$ cat src/rtl/spi_master_ctrl.sv
// spi_master_ctrl: command-driven SPI frame generator.
// Each accepted command becomes one frame. The frame is a select cycle, then
// 10 bits of {cmd_type, cmd_data} sent MSB first. A read-data command adds a
// turnaround and an 8-bit MISO capture. Every frame ends with a
// slave-deselect gap. A read-data command is refused, with an err pulse,
// unless a read-address frame has completed since the last read-data frame.
// TURN_CYCLES and GAP_CYCLES must both be at least 1.
module spi_master_ctrl #(
    parameter int TURN_CYCLES = 2,
    parameter int GAP_CYCLES  = 2
) (
    input  logic       clk,
    input  logic       rst,
    input  logic       cmd_valid,
    output logic       cmd_ready,
    input  logic [1:0] cmd_type,
    input  logic [7:0] cmd_data,
    output logic       rsp_valid,
    output logic [7:0] rsp_data,
    output logic       busy,
    output logic       err,
    output logic       ss_n,
    output logic       mosi,
    input  logic       miso
);

    localparam int FRAME_BITS = 10;
    localparam int READ_BITS  = 8;

    // The shared down-counter must hold the longest phase length.
    localparam int MAX_A   = (TURN_CYCLES > FRAME_BITS) ? TURN_CYCLES : FRAME_BITS;
    localparam int MAX_CNT = (GAP_CYCLES > MAX_A) ? GAP_CYCLES : MAX_A;
    localparam int CNT_W   = $clog2(MAX_CNT + 1);

    localparam logic [CNT_W-1:0] SHIFT_LOAD = CNT_W'(FRAME_BITS - 1);
    localparam logic [CNT_W-1:0] TURN_LOAD  = CNT_W'(TURN_CYCLES - 1);
    localparam logic [CNT_W-1:0] READ_LOAD  = CNT_W'(READ_BITS - 1);
    localparam logic [CNT_W-1:0] GAP_LOAD   = CNT_W'(GAP_CYCLES - 1);
    localparam logic [CNT_W-1:0] CNT_ZERO   = '0;
    localparam logic [CNT_W-1:0] CNT_ONE    = CNT_W'(1);

    localparam logic [2:0] S_IDLE  = 3'd0;
    localparam logic [2:0] S_SEL   = 3'd1;
    localparam logic [2:0] S_SHIFT = 3'd2;
    localparam logic [2:0] S_TURN  = 3'd3;
    localparam logic [2:0] S_READ  = 3'd4;
    localparam logic [2:0] S_GAP   = 3'd5;

    localparam logic [1:0] T_RD_ADDR = 2'b10;
    localparam logic [1:0] T_RD_DATA = 2'b11;

    logic [2:0]       state;
    logic [CNT_W-1:0] cnt;
    logic [9:0]       frame_sr;    // outgoing frame; bit 9 is on mosi
    logic [1:0]       frame_type;  // type of the frame in flight
    logic [6:0]       rd_sr;       // MISO bits collected so far
    logic             addr_ok;     // a read address has been sent
    logic             ready_en;    // holds off cmd_ready until the first edge after reset

    // Decode the SPI pins and handshake outputs from the current state.
    always_comb begin
        // NOTE: every output gets a default first so no path leaves it unassigned (no latch).
        cmd_ready = 1'b0;
        busy      = 1'b1;
        ss_n      = 1'b0;
        mosi      = 1'b1;
        case (state)
            S_IDLE: begin
                cmd_ready = ready_en;
                busy      = 1'b0;
                ss_n      = 1'b1;
            end
            S_SEL, S_SHIFT: mosi = frame_sr[9];
            S_TURN, S_READ: mosi = 1'b1;
            S_GAP:          ss_n = 1'b1;
            default: begin
                busy = 1'b0;
                ss_n = 1'b1;
            end
        endcase
    end

    // Frame sequencer: state register, phase counter, shift registers and flags.
    always_ff @(posedge clk or posedge rst) begin
        if (rst) begin
            state      <= S_IDLE;
            cnt        <= CNT_ZERO;
            frame_sr   <= '0;
            frame_type <= 2'b00;
            rd_sr      <= '0;
            rsp_data   <= 8'h00;
            rsp_valid  <= 1'b0;
            err        <= 1'b0;
            addr_ok    <= 1'b0;
            ready_en   <= 1'b0;
        end else begin
            // NOTE: non-blocking assignments so every register sees pre-edge values.
            ready_en  <= 1'b1;
            rsp_valid <= 1'b0;
            err       <= 1'b0;
            case (state)
                S_IDLE: begin
                    if (cmd_valid && cmd_ready) begin
                        frame_sr   <= {cmd_type, cmd_data};
                        frame_type <= cmd_type;
                        if (cmd_type == T_RD_DATA && !addr_ok) begin
                            // Refused read: no frame, just the deselect gap.
                            err   <= 1'b1;
                            state <= S_GAP;
                            cnt   <= GAP_LOAD;
                        end else begin
                            state <= S_SEL;
                            cnt   <= CNT_ZERO;
                        end
                    end
                end
                S_SEL: begin
                    // frame_sr is not shifted here, so bit 9 is sent again as the first SHIFT bit.
                    state <= S_SHIFT;
                    cnt   <= SHIFT_LOAD;
                end
                S_SHIFT: begin
                    frame_sr <= {frame_sr[8:0], 1'b0};
                    if (cnt == CNT_ZERO) begin
                        if (frame_type == T_RD_DATA) begin
                            state <= S_TURN;
                            cnt   <= TURN_LOAD;
                        end else begin
                            if (frame_type == T_RD_ADDR) begin
                                addr_ok <= 1'b1;
                            end
                            state <= S_GAP;
                            cnt   <= GAP_LOAD;
                        end
                    end else begin
                        cnt <= cnt - CNT_ONE;
                    end
                end
                S_TURN: begin
                    if (cnt == CNT_ZERO) begin
                        state <= S_READ;
                        cnt   <= READ_LOAD;
                    end else begin
                        cnt <= cnt - CNT_ONE;
                    end
                end
                S_READ: begin
                    rd_sr <= {rd_sr[5:0], miso};
                    if (cnt == CNT_ZERO) begin
                        // rsp_data changes only when a full byte has been read.
                        rsp_data  <= {rd_sr, miso};
                        rsp_valid <= 1'b1;
                        addr_ok   <= 1'b0;
                        state     <= S_GAP;
                        cnt       <= GAP_LOAD;
                    end else begin
                        cnt <= cnt - CNT_ONE;
                    end
                end
                S_GAP: begin
                    if (cnt == CNT_ZERO) begin
                        state <= S_IDLE;
                    end else begin
                        cnt <= cnt - CNT_ONE;
                    end
                end
                default: begin
                    state <= S_IDLE;
                    cnt   <= CNT_ZERO;
                end
            endcase
        end
    end

endmodule

$ cat config.mk
export PLATFORM = sky130hd
export DESIGN_NAME = spi_master_ctrl
export DESIGN_NICKNAME = d
export VERILOG_FILES = /design/src/rtl/spi_master_ctrl.sv
export SDC_FILE = /design/constraint.sdc
export NUM_CORES = 1
export LEC_CHECK = 0
export BUFFER_PORTS_ARGS = -buffer_cell sky130_fd_sc_hd__buf_2
export CAP_MARGIN = 5
export CORE_MARGIN = 10
export CORE_UTILIZATION = 55
export DETAILED_ROUTE_END_ITERATION = 7
export PLACE_DENSITY = 0.89
export SLEW_MARGIN = 20
export SYNTH_ARGS = -nofsm -noshare
export SYNTH_HDL_FRONTEND = slang
export SYNTH_SLANG_ARGS = --single-unit
$ cat constraint.sdc
create_clock -name clk -period 1.95 [get_ports clk]
set_clock_uncertainty 0.15 [all_clocks]
set_input_delay 0 -clock clk [delete_from_list [all_inputs] [get_ports clk]]
set_output_delay 0 -clock clk [all_outputs]
set_load 0.03 [all_outputs]
==> results.yml <==
place:
  place_area_sq_um: 2000
  globalplace.congestion: 0.877
  dp.cells: 231
  pre_cts_ws_ns: 0.129
  hpwl_microns: 2820
  port_buffers: 27
logic_synthesis:
  yosysTopAreaCell: "dfrtp_1"
  synth_ff_type: "dfrtp_1"
  synth_top_area_share_pct: 52.9
  syn_inst: 159
  ys_types: 42
  synth_edf_count: 0
  synth_area_leaders: "dfrtp_1 53%, mux2_2 8.8%, nand2_1 4.0%"
  postSynthNetCount: 174
  yosysWarnings: 0
  synth_seq_cells: 38
  async_flop_share_pct: 100
  avgSynthCellArea_sq_um: 11.3
  yosysSeqAreaShare_pct: 52.9
  synth.cell_area_sq_um: 1800
routing:
  highest_layer: "met4"
  wl_met3_microns: 230
  ant_nets: 0
  drtIter0Drc: 139
  met2_length_microns: 2100
  viasPerCell: 5.45
  drt-total-wl_microns: 3960
  num_vias: 1378
  drc: 0
  route.layer.met1.wl_microns: 1570
  wl_per_cell_microns: 15.6
  drt_pass1_iterations: 4
clocking:
  cts-root-buf: "clkbuf_4"
  cts_tree: "yes"
  ctsLongestPathBuffers: 2
  clk_latency_ns: 0.34
  htreeDepth: 2
  cts.sinks: 38
  path_clk_slew_ns: 0.11
  numCtsBuffers: 5
grt:
  grt.overflow.total: 0
  grt_pass1_vias: 1426
  grt_first_pass_wirelength_microns: 6730
  groute.usage.overall_pct: 13.6
  grt_max_degree: 39
  antenna_found_initial: 0
flow_run:
  cap_viol_max_count: 0
floorplanning:
  coreArea_sq_um: 3080
  dieWidth_microns: 77.2
  start_util_pct: 58.4
  row_count: 20
  ioPinCount: 28
  die-height_microns: 77.2
  die-area_sq_um: 5950
critical_path:
  worst-path-buf-inv: 1
  r2r_slack_ns: 0.12
  reg2reg_from: "cnt[1]"
  cpPeakStageDelay_ns: 0.41
  slowest_stage: "dfrtp_1"
  criticalPathCategory: "register to register"
  r2r-end: "rsp_data[4]"
  crit_arrival_ns: 1.90
  end_kind: "register"
  cp-endpoint: "rsp_data[4]"
  crit_required_ns: 2.02
  critPathLaunch: "cnt[1]"
  cp_top_family: "simple AND/OR/NAND/NOR gates"
  path_depth: 5
  reg2reg_depth: 5
  path_cells: "inv_1, ha_1, nor3b_4, nand2_4, mux2_1"
  path_max_fanout: 9
  critPathLaunchType: "register"
cells_and_area:
  area_growth_pct: 22.6
  drive_above_1_share_pct: 32.1
  antenna_cells: 0
  postLayoutCellArea_sq_um: 2200
  fin_nets: 223
  layout.cells.non_filler: 253
  fillerInstances: 232
  fin_util_pct: 71.5
run_status:
  outcome: "finished, final reports clean"
power_and_ir_drop:
  powerDensity_nw_per_um2: 1610
  leakage_nw: 1.03
  vdd_drop_max_mv: 0.956
worst_hold_path:
  hold_class: "input pin to async pin"
timing:
  tns_ns: 0
  period_needed_ns: 1.83
  period_share_pct: 93.9
  fmax_ghz: 0.546
  finalSetupViolations: 0
  grt_setup_unrepaired: "no"
  finalHoldViolCount: 0
  worst_slack_ns: 0.119
  slew_viol_final: 0
## per-stage QoR
step | power (mW) | hold slack (ns)
2_1_floorplan | 2.61 | -0.0446
3_3_place_gp | 3.00 | -0.0293
3_5_place_dp | 3.09 | -0.0189
4_1_cts | 3.53 | 0.160
5_1_grt | 3.80 | 0.190
6_report | 3.55 | 0.153
## layout make-up
cell class | count | area, sq um | area share (%)
inverters | 8 | 30.0 | 1.36
clock inverters | 1 | 5.00 | 0.227
well taps | 44 | 55.1 | 2.50
flip-flops and latches | 38 | 951 | 43.2
multi-input cells | 105 | 766 | 34.8
clock buffers | 7 | 55.1 | 2.50
repair buffers | 50 | 340 | 15.5
## registers in the layout, summed over array words and instances, names as in the netlist, 2 cells and up
signal and count:
frame_sr 10, state 3, frame_type 2, rsp_data 8
cnt 4, rd_sr 7
## power by group
part           total [mW]  switching (mW)  internal [mW]
clock               0.419           0.244          0.175
sequential           1.35           0.224           1.13
combinational        1.78            1.01          0.765
total                3.55            1.48           2.07
## worst min-delay path by stage
stage                          endpoint  slack, ns
after global routing            addr_ok       0.19
after global placement      frame_sr[1]      -0.03
after CTS                        cnt[1]       0.16
after detailed placement       rd_sr[0]      -0.02
final                          rd_sr[2]       0.15
after floorplan           frame_type[1]      -0.04
## metal layers
| metal | up-vias | track usage (%) |
|---|---|---|
| met5 | - | 0 |
| li1 | 656 | - |
| met3 | 8 | 5.13 |
| met2 | 49 | 24.0 |
| met4 | 0 | 4.20 |
| met1 | 665 | 14.7 |
## Yosys cell counts (all sizes together), types with 2 or more instances
cell type	count
dfrtp	38
nand2	20
mux2	15
o21ai	14
inv	8
nor2	8
a21oi	7
buf	7
mux2i	7
nor3	4
nor3b	3
xnor2	3
a41oi	2
nand3b	2
o21a	2
or3	2
## cell usage in the layout, fill, tap and decap left out, types with 2 or more instances in the layout
cell type      netlist  layout
a21oi_1              7       7
dlygate4sd3_1        0      13
o21ai_2              2       2
o21a_1               2       2
xnor2_1              3       3
nand3b_1             2       2
nor3_2               0       2
o21ai_1              2       2
mux2i_1              7       7
buf_4                0      10
nor3b_4              2       2
inv_1                8       8
buf_2                5      27
clkbuf_4             0       5
nor3_1               4       2
a41oi_1              2       2
nand2_1             19      19
mux2_2              14      14
nor2_1               7       7
dfrtp_1             38      38
o21ai_0             10      10
## logic make-up after synthesis
logic type | synth area share [%]
AND/OR/NAND/NOR | 14.3
other | 0.209
XOR/XNOR | 1.46
multiplexers | 13.3
AO/OA/AOI/OAI | 12.1
adder cells (fa/ha/maj) | 0.696
flip-flops | 52.9
buffers and inverters | 5.01
## timing repair
action | 4_1_cts | 5_1_grt
setup buffers | 0 | 1
setup endpoints to repair | 0 | 3
hold buffers | 13 | 0
endpoints found under the hold margin | 56 | 0
resized for setup | 0 | 1
## worst register-to-register path: cells and delay by family (launching register included)
family | cells | cell delay, ns
adder cells (fa/ha/maj) | 1 | 0.20
buffers and inverters | 1 | 0.09
flip-flops | 1 | 0.41
AND/OR/NAND/NOR | 2 | 0.52
multiplexers | 1 | 0.35
Note: power is estimated with default switching activity, not from simulation.
